## src/rtl/alu_ctrl_pkg.sv

```systemverilog
// Shared encodings for the ALU control sequencer: ALUOp/funct fields, operation codes,
// FSM state type and counter sizing.
package alu_ctrl_pkg;

    // ALUOp encodings from the main control unit
    localparam logic [3:0] AluopRtype = 4'b1111;
    localparam logic [3:0] AluopAddi  = 4'b1000;
    localparam logic [3:0] AluopOri   = 4'b1010;
    localparam logic [3:0] AluopAndi  = 4'b1100;
    localparam logic [3:0] AluopLui   = 4'b0010;
    localparam logic [3:0] AluopBr0   = 4'b0100;
    localparam logic [3:0] AluopBr1   = 4'b0111;
    localparam logic [3:0] AluopAdd0  = 4'b0110;
    localparam logic [3:0] AluopAdd1  = 4'b1110;

    // R-type funct encodings
    localparam logic [5:0] FnAnd  = 6'b100100;
    localparam logic [5:0] FnOr   = 6'b100101;
    localparam logic [5:0] FnNor  = 6'b100111;
    localparam logic [5:0] FnAdd  = 6'b100000;
    localparam logic [5:0] FnSub  = 6'b100010;
    localparam logic [5:0] FnSll  = 6'b000000;
    localparam logic [5:0] FnSrl  = 6'b000010;
    localparam logic [5:0] FnJr   = 6'b001000;
    localparam logic [5:0] FnSlt  = 6'b101010;
    localparam logic [5:0] FnXor  = 6'b100110;
    localparam logic [5:0] FnMult = 6'b011000;

    // ALU operation codes
    localparam logic [3:0] OpcAnd     = 4'b0000;
    localparam logic [3:0] OpcOr      = 4'b0001;
    localparam logic [3:0] OpcNor     = 4'b0010;
    localparam logic [3:0] OpcAdd     = 4'b0011;
    localparam logic [3:0] OpcSub     = 4'b0100;
    localparam logic [3:0] OpcSll     = 4'b0101;
    localparam logic [3:0] OpcSrl     = 4'b0110;
    localparam logic [3:0] OpcLui     = 4'b0111;
    localparam logic [3:0] OpcBrsub   = 4'b1000;
    localparam logic [3:0] OpcJr      = 4'b1001;
    localparam logic [3:0] OpcIllegal = 4'b1010;
    localparam logic [3:0] OpcMult    = 4'b1011;
    localparam logic [3:0] OpcSlt     = 4'b1100;
    localparam logic [3:0] OpcXor     = 4'b1101;

    typedef enum logic [1:0] {
        StIdle,
        StActive,
        StMulti
    } state_e;

    function automatic int unsigned cnt_width(input int unsigned lat);
        return (lat <= 2) ? 1 : $clog2(lat);
    endfunction

endpackage

```

## src/rtl/alu_ctrl_decode.sv

```systemverilog
// Combinational {ALUOp, funct} to ALU operation-code table.
// funct 011000 decodes to MULT only when ALU_MULT_EN is defined.
module alu_ctrl_decode
    import alu_ctrl_pkg::*;
(
    input  logic [3:0] alu_op_i,
    input  logic [5:0] alu_funct_i,
    output logic [3:0] operation_o
);

    always_comb begin
        operation_o = OpcIllegal;
        unique case (alu_op_i)
            AluopRtype: begin
                case (alu_funct_i)
                    FnAnd:   operation_o = OpcAnd;
                    FnOr:    operation_o = OpcOr;
                    FnNor:   operation_o = OpcNor;
                    FnAdd:   operation_o = OpcAdd;
                    FnSub:   operation_o = OpcSub;
                    FnSll:   operation_o = OpcSll;
                    FnSrl:   operation_o = OpcSrl;
                    FnJr:    operation_o = OpcJr;
                    FnSlt:   operation_o = OpcSlt;
                    FnXor:   operation_o = OpcXor;
`ifdef ALU_MULT_EN
                    FnMult:  operation_o = OpcMult;
`endif
                    default: operation_o = OpcIllegal;
                endcase
            end
            AluopAddi, AluopAdd0, AluopAdd1: operation_o = OpcAdd;
            AluopOri:                        operation_o = OpcOr;
            AluopAndi:                       operation_o = OpcAnd;
            AluopLui:                        operation_o = OpcLui;
            AluopBr0, AluopBr1:              operation_o = OpcBrsub;
            default:                         operation_o = OpcIllegal;
        endcase
    end

endmodule

```

## src/rtl/alu_op_sequencer.sv

```systemverilog
// Registered, handshaked ALU control decoder with optional multi-cycle MULT sequencing.
// Define ALU_MULT_EN to build the MULTI state and latency counter.
module alu_op_sequencer
    import alu_ctrl_pkg::*;
#(
    parameter int unsigned MULT_LAT = 4,
    parameter int unsigned OPER_W   = 4
) (
    input  logic              clk,
    input  logic              reset,
    input  logic              dec_valid_i,
    output logic              dec_ready_o,
    input  logic [3:0]        alu_op_i,
    input  logic [5:0]        alu_funct_i,
    output logic [OPER_W-1:0] alu_operation_o,
    output logic              op_valid_o,
    output logic              illegal_o,
    output logic              jr_o,
    output logic              busy_o
);

    if (OPER_W < 4) begin : g_oper_w_check
        $error("OPER_W must be at least 4");
    end

    state_e     state_q;
    logic [3:0] op_q;
    logic       valid_q;
    logic [3:0] dec_code;
    logic       xfer;

    alu_ctrl_decode u_decode (
        .alu_op_i    (alu_op_i),
        .alu_funct_i (alu_funct_i),
        .operation_o (dec_code)
    );

    assign xfer = dec_valid_i && dec_ready_o;

`ifdef ALU_MULT_EN
    if (MULT_LAT < 2 || MULT_LAT > 16) begin : g_lat_check
        $error("MULT_LAT must be in 2..16");
    end

    localparam int unsigned CntW = cnt_width(MULT_LAT);

    logic [CntW-1:0] cnt_q;
    logic            busy_q;

    always_ff @(posedge clk) begin
        if (reset) begin
            state_q <= StIdle;
            op_q    <= OpcIllegal;
            valid_q <= 1'b0;
            busy_q  <= 1'b0;
            cnt_q   <= '0;
        end else begin
            case (state_q)
                StIdle, StActive: begin
                    if (xfer) begin
                        op_q <= dec_code;
                        if (dec_code == OpcMult) begin
                            state_q <= StMulti;
                            valid_q <= 1'b0;
                            busy_q  <= 1'b1;
                            cnt_q   <= CntW'(MULT_LAT - 2);
                        end else begin
                            state_q <= StActive;
                            valid_q <= 1'b1;
                        end
                    end else begin
                        state_q <= StIdle;
                        valid_q <= 1'b0;
                    end
                end
                StMulti: begin
                    if (cnt_q == '0) begin
                        state_q <= StActive;
                        valid_q <= 1'b1;
                        busy_q  <= 1'b0;
                    end else begin
                        cnt_q <= cnt_q - 1'b1;
                    end
                end
                default: begin
                    state_q <= StIdle;
                    valid_q <= 1'b0;
                    busy_q  <= 1'b0;
                end
            endcase
        end
    end

    assign busy_o      = busy_q;
    assign dec_ready_o = ~busy_q;
`else
    always_ff @(posedge clk) begin
        if (reset) begin
            state_q <= StIdle;
            op_q    <= OpcIllegal;
            valid_q <= 1'b0;
        end else if (xfer) begin
            state_q <= StActive;
            op_q    <= dec_code;
            valid_q <= 1'b1;
        end else begin
            state_q <= StIdle;
            valid_q <= 1'b0;
        end
    end

    assign busy_o      = 1'b0;
    assign dec_ready_o = 1'b1;
`endif

    assign alu_operation_o = OPER_W'(op_q);
    assign op_valid_o      = valid_q;
    assign illegal_o       = valid_q && (op_q == OpcIllegal);
    assign jr_o            = valid_q && (op_q == OpcJr);

endmodule

```

## config.mk

```make
export PLATFORM = sky130hd
export DESIGN_NAME = alu_op_sequencer
export DESIGN_NICKNAME = d
export VERILOG_FILES = /design/src/rtl/alu_ctrl_pkg.sv /design/src/rtl/alu_ctrl_decode.sv /design/src/rtl/alu_op_sequencer.sv
export SDC_FILE = /design/constraint.sdc
export NUM_CORES = 1
export LEC_CHECK = 0
export ABC_AREA = 1
export ABC_CLOCK_PERIOD_IN_PS = 800
export CAP_MARGIN = 20
export CORE_AREA = 2 2 41 43
export DETAILED_ROUTE_END_ITERATION = 7
export DIE_AREA = 0 0 43 45
export GPL_TIMING_DRIVEN = 0
export PLACE_DENSITY = 0.71
export SLEW_MARGIN = 0
export SYNTH_ARGS = -nofsm -noshare
export SYNTH_HDL_FRONTEND = slang
export SYNTH_SLANG_ARGS = --single-unit
export TNS_END_PERCENT = 50
```

## constraint.sdc

```tcl
create_clock -name clk -period 0.8 [get_ports clk]
set_input_delay 0.12 -clock clk [delete_from_list [all_inputs] [get_ports clk]]
set_output_delay 0.12 -clock clk [all_outputs]
set_load 0.02 [all_outputs]
```

; ---- After elaboration in Yosys (flattened, before gate mapping)
; Index checks and enable logic that the tools add are counted.
[classes]
n_eq_ne = 20
muxes = 3
n_reduce_logical = 5
[op_table]
columns = cell, n
row1 = $eq A6 B6 Y1 const B, 7
row2 = $pmux W4 S10, 1
row3 = $eq A4 B4 Y1 const B, 7
row4 = $pmux W4 S6, 1
row5 = $eq A4 B3 Y1 const B, 3
row6 = $eq A6 B2 Y1 const B, 1
row7 = $eq A6 B4 Y1 const B, 1
row8 = $logic_not A6 Y1, 1
row9 = $eq A4 B2 Y1 const B, 1
row10 = $reduce_or A3 Y1, 1
row11 = $logic_and A1 B1 Y1, 2
row12 = $reduce_or A2 Y1, 1
row13 = $mux W1, 1
[totals]
ff_bits = 5
output_inout_bits = 9

; ---- Depth between registers and ports, before layout
[logic_depth]
depth_word = 3
ltp_mapped = 11
depth_no_buf = 11

; ---- By module
; Synthesis repeated with hierarchy kept, for this count alone.
[hier_totals]
cells_unflattened = 105
area_unflattened_um2 = 540.5
[modules_own_cells]
columns = module, n_inst, cells_per_inst, area_per_inst_um2, seq_area_each_um2
row1 = alu_ctrl_decode, 1, 69, 311.5, 0.0
row2 = alu_op_sequencer, 1, 36, 229.0, 100.1

; ---- Least setup slack after synthesis
; OpenSTA, ideal clock, no wires.
[synth_timing]
path_type = reg-to-output
from = register op_q[3], in the netlist alu_operation_o[3]
to = output illegal_o
t_arrival_ns = 1.235
required_ns = 0.680
setup_slack_ns = -0.555
path_stages_with_launch = 4
path_cell_list = dfxtp_1 inv_1 or2_2 nor3_1
[synth_via]
elab_chain_cells = 2
[synth_lines]
columns = item, line_no
row1 = "start, declared", alu_op_sequencer.sv:27  ; logic [3:0] op_q;
row2 = "start signal, assigned", alu_op_sequencer.sv:100  ; op_q <= OpcIllegal;
row3 = "start signal, assigned", alu_op_sequencer.sv:104  ; op_q <= dec_code;
row4 = $eq A4 B4 Y1, alu_op_sequencer.sv:118  ; assign illegal_o = valid_q && (op_q == OpcIllegal);
row5 = $logic_and A1 B1 Y1, alu_op_sequencer.sv:118
row6 = "end, declared", alu_op_sequencer.sv:17  ; output logic illegal_o,
; Every way passes these cells.

; ---- Worst setup path in the final report
[layout_timing]
from = register op_q[3], in the netlist alu_operation_o[3]
to = output jr_o
[layout_via]
elab_chain_cells = 2
[layout_lines]
columns = item, line_no
row1 = $eq A4 B4 Y1, alu_op_sequencer.sv:119  ; assign jr_o = valid_q && (op_q == OpcJr);
row2 = $logic_and A1 B1 Y1, alu_op_sequencer.sv:119
row3 = "end, declared", alu_op_sequencer.sv:18  ; output logic jr_o,
; Every way passes these cells.

==> results.toml <==
[floorplan]
ioPinCount = 22
die_w_um = 43
row_count = 14
start_util_pct = 35.9
die_y_um = 45
die_area_um2 = 1940
core_um2 = 1470

[route]
drt_first_pass_iters = 3
drt_wl_total_mm = 1.51
vias_per_cell = 5.00
drt-initial-drc-count = 4
vias = 685
detail-route-antenna-nets = 0
wl_per_cell_um = 11.0
drc = 0

[worst_setup_path]
endpoint_kind = "output port"
crit_family = "simple AND/OR/NAND/NOR gates"
worst-path-max-fanout = 2
reg2reg_from = "alu_operation_o[1]"
setup.worst_path.start = "alu_operation_o[3]"
timing.reg2reg.setup_slack_ns = 0.14
required_ns = 0.68
crit_type = "reg -> out"
arrival_ns = 1.11
crit_end = "jr_o"
cp_slowest_stage_delay_ns = 0.33
reg2reg_to = "alu_operation_o[1]"
critPathLaunchType = "flop"
crit_chain = "inv_2 > or2_4 > nor3_4 > buf_6"
cpMaxStageDelayCell = "dfxtp_4"
r2r_cells = 2
cp.depth = 4
crit_buf_inv = 2

[finish]
final_cells = 137
fin_nets = 135
regArea_um2 = 111
fillers = 152
drive_above_1_share_pct = 52.1
area_delta_synth_final_pct = 69.4
multi_input_area_um2 = 447
num_antenna_cells = 0

[power_and_ir_drop]
ir_worst_vdd_uv = 431
p_seq_share_pct = 29.2
swShare_pct = 35.6
p_leak_uw = 0.000430
switchingPower_uw = 337
pwr-share-comb_pct = 37.7
powerDensity_nw_per_um2 = 1060
internal_power_uw = 608
p_clk_share_pct = 33.1
p_total_uw = 945

[grt]
grt_util_all_layers_pct = 16.5
grt_pass1_vias = 620
overflow = 0
grt_first_pass_wirelength_mm = 2.37
grt_max_degree = 7
antenna_found_initial = 0

[clock_network]
clkTransAtPathRegs_ns = 0.05
ctsHoldBuffers = 0
cts_root_buffer = "clkbuf_4"
h-tree-depth = 1
cts_sinks = 5
clockBufferDepth = 2
clk_latency_ns = 0.25
cts_made_buffers = 3
tritoncts = "done"

[timing]
fin_crit_ns = 1.23
hold_viol = 0
rsz0062_at_grt = "true"
period_share_pct = 154
setup_viol = 8
clock_skew_ns = 0
final_max_slew_viol_count = 0
fin_ws_ns = -0.435
max_freq_mhz = 810

[synthesis]
syn_nets = 108
synth-seq-cells = 5
syn_inst = 95
yosysSeqAreaShare_pct = 19.0
ys_warn_count = 0
syn_area_um2 = 528
syn_avg_cell_area_um2 = 5.56
yosysUniqueCellTypes = 20

[run_status]
violations = "negative setup slack"
status = "finished, violations left"

[place]
port_buffers = 19
dpl.hpwl_mm = 1.06
dp.cells = 130
place.gp.congestion = 0.785

[flow_run]
max_cap_viol_count = 0

[worst_hold_path]
min_path_type = "in -> reg"
[logic make-up (layout without fill, tap and decap cells)]
kind of cell / after synthesis / after routing / synth area share, %
simple gates: 58 / 58 / 52.6
buf+inv: 20 / 46 / 15.6
compound gates: 10 / 10 / 11.4
flops: 5 / 5 / 19.0
other cells: 2 / 2 / 1.42
[state kept, by name, summed over array words and instances, names as in the netlist]
register,flops
alu_operation_o,4
op_valid_o,1
[per-layer routing]
| layer | GRT usage (%) | wire (µm) |
|---|---|---|
| met5 | 0 | 0 |
| met4 | 12.7 | 61 |
| met3 | 2.40 | 66 |
| met2 | 30.3 | 845 |
| met1 | 17.0 | 536 |
[cell usage in the layout (no fill, tap or decap), types with 2 or more instances in the layout]
master    Yosys  routed
nor3_4        0       2
nand4_1       2       2
nand3_1      10       7
a21oi_1       3       2
nand2_1      27      24
dfxtp_2       0       3
nand3_2       1       4
nor2_4        2       8
buf_6         0       9
clkbuf_4      0       3
clkbuf_2      0       3
o21ai_1       3       3
dfxtp_4       0       2
conb_1        2       2
nand2_2       0       3
inv_1        12       7
inv_2         6      10
buf_4         2       7
nor2_1        6       5
[Yosys cell counts]
cell type / count / share of area (%)
a21oi_2: 1 / 1.7
o21ai_1: 3 / 2.8
nor2_4: 2 / 4.3
nand2_1: 27 / 19
dfxtp_1: 5 / 19
conb_1: 2 / 1.4
nand4_1: 2 / 2.4
nor2_1: 6 / 4.3
nand3_1: 10 / 9.5
nand3_2: 1 / 1.9
buf_4: 2 / 2.8
nor3_1: 3 / 2.8
o21a_1: 1 / 1.4
or2_2: 1 / 1.2
inv_1: 12 / 8.5
a221oi_1: 1 / 1.7
a21oi_1: 3 / 2.8
o21ai_0: 1 / 0.95
nor2_2: 6 / 7.1
inv_2: 6 / 4.3
[cell type report]
cell class / instances / area share, %
buffer: 2 / 1.68
clock buffer: 4 / 2.94
inverter: 18 / 7.83
multi-input combinational: 70 / 49.9
sequential: 5 / 12.4
tap: 16 / 2.24
timing repair buffer: 22 / 22.9
[tightest hold or removal path: cells and delay by family]
| kind | cells | cell delay, ns |
|---|---|---|
| and+or+nand+nor | 2 | 0.13 |
| buffers and inverters | 1 | 0.16 |
[per-stage QoR]
stage	TNS (ns)	instance area, µm²	setup slack [ns]	hold WS, ns	util (%)
2_1_floorplan	-0.557	559	-0.227	0.175	-
4_1_cts	-2.17	815	-0.444	0.418	55.4
3_5_place_dp	-5.64	769	-0.736	0.472	52.3
5_1_grt	-1.78	895	-0.472	0.236	60.8
3_3_place_gp	-5.48	769	-0.707	0.467	52.3
6_report	-1.34	895	-0.435	0.181	60.8
[worst min path at each step]
stage                        from                  to  slack [ns]  cells after the start
3_3_place_gp   alu_operation_o[2]  alu_operation_o[2]        0.47                      2
4_1_cts               alu_op_i[3]  alu_operation_o[2]        0.42                      4
3_5_place_dp   alu_operation_o[2]  alu_operation_o[2]        0.47                      2
2_1_floorplan               reset  alu_operation_o[0]        0.18                      1
6_report              dec_valid_i  alu_operation_o[1]        0.18                      3
5_1_grt               dec_valid_i  alu_operation_o[1]        0.24                      3
[power groups by stage]
stage	clock, µW	combinational (µW)	sequential (µW)
2_1_floorplan	0	149	296
6_report	313	356	277
3_3_place_gp	0	299	280
4_1_cts	314	299	276
5_1_grt	339	389	279
3_5_place_dp	0	304	281
[what timing repair did]
| item | 4_1_cts | 5_1_grt |
|---|---|---|
| endpoints found under the setup margin | 11 | 11 |
| cloned | 0 | 0 |
| buffers inserted | 0 | 3 |
| gates resized for setup | 54 | 62 |
| pin swaps | 3 | 20 |
Note: power is estimated with default switching activity, not from simulation.
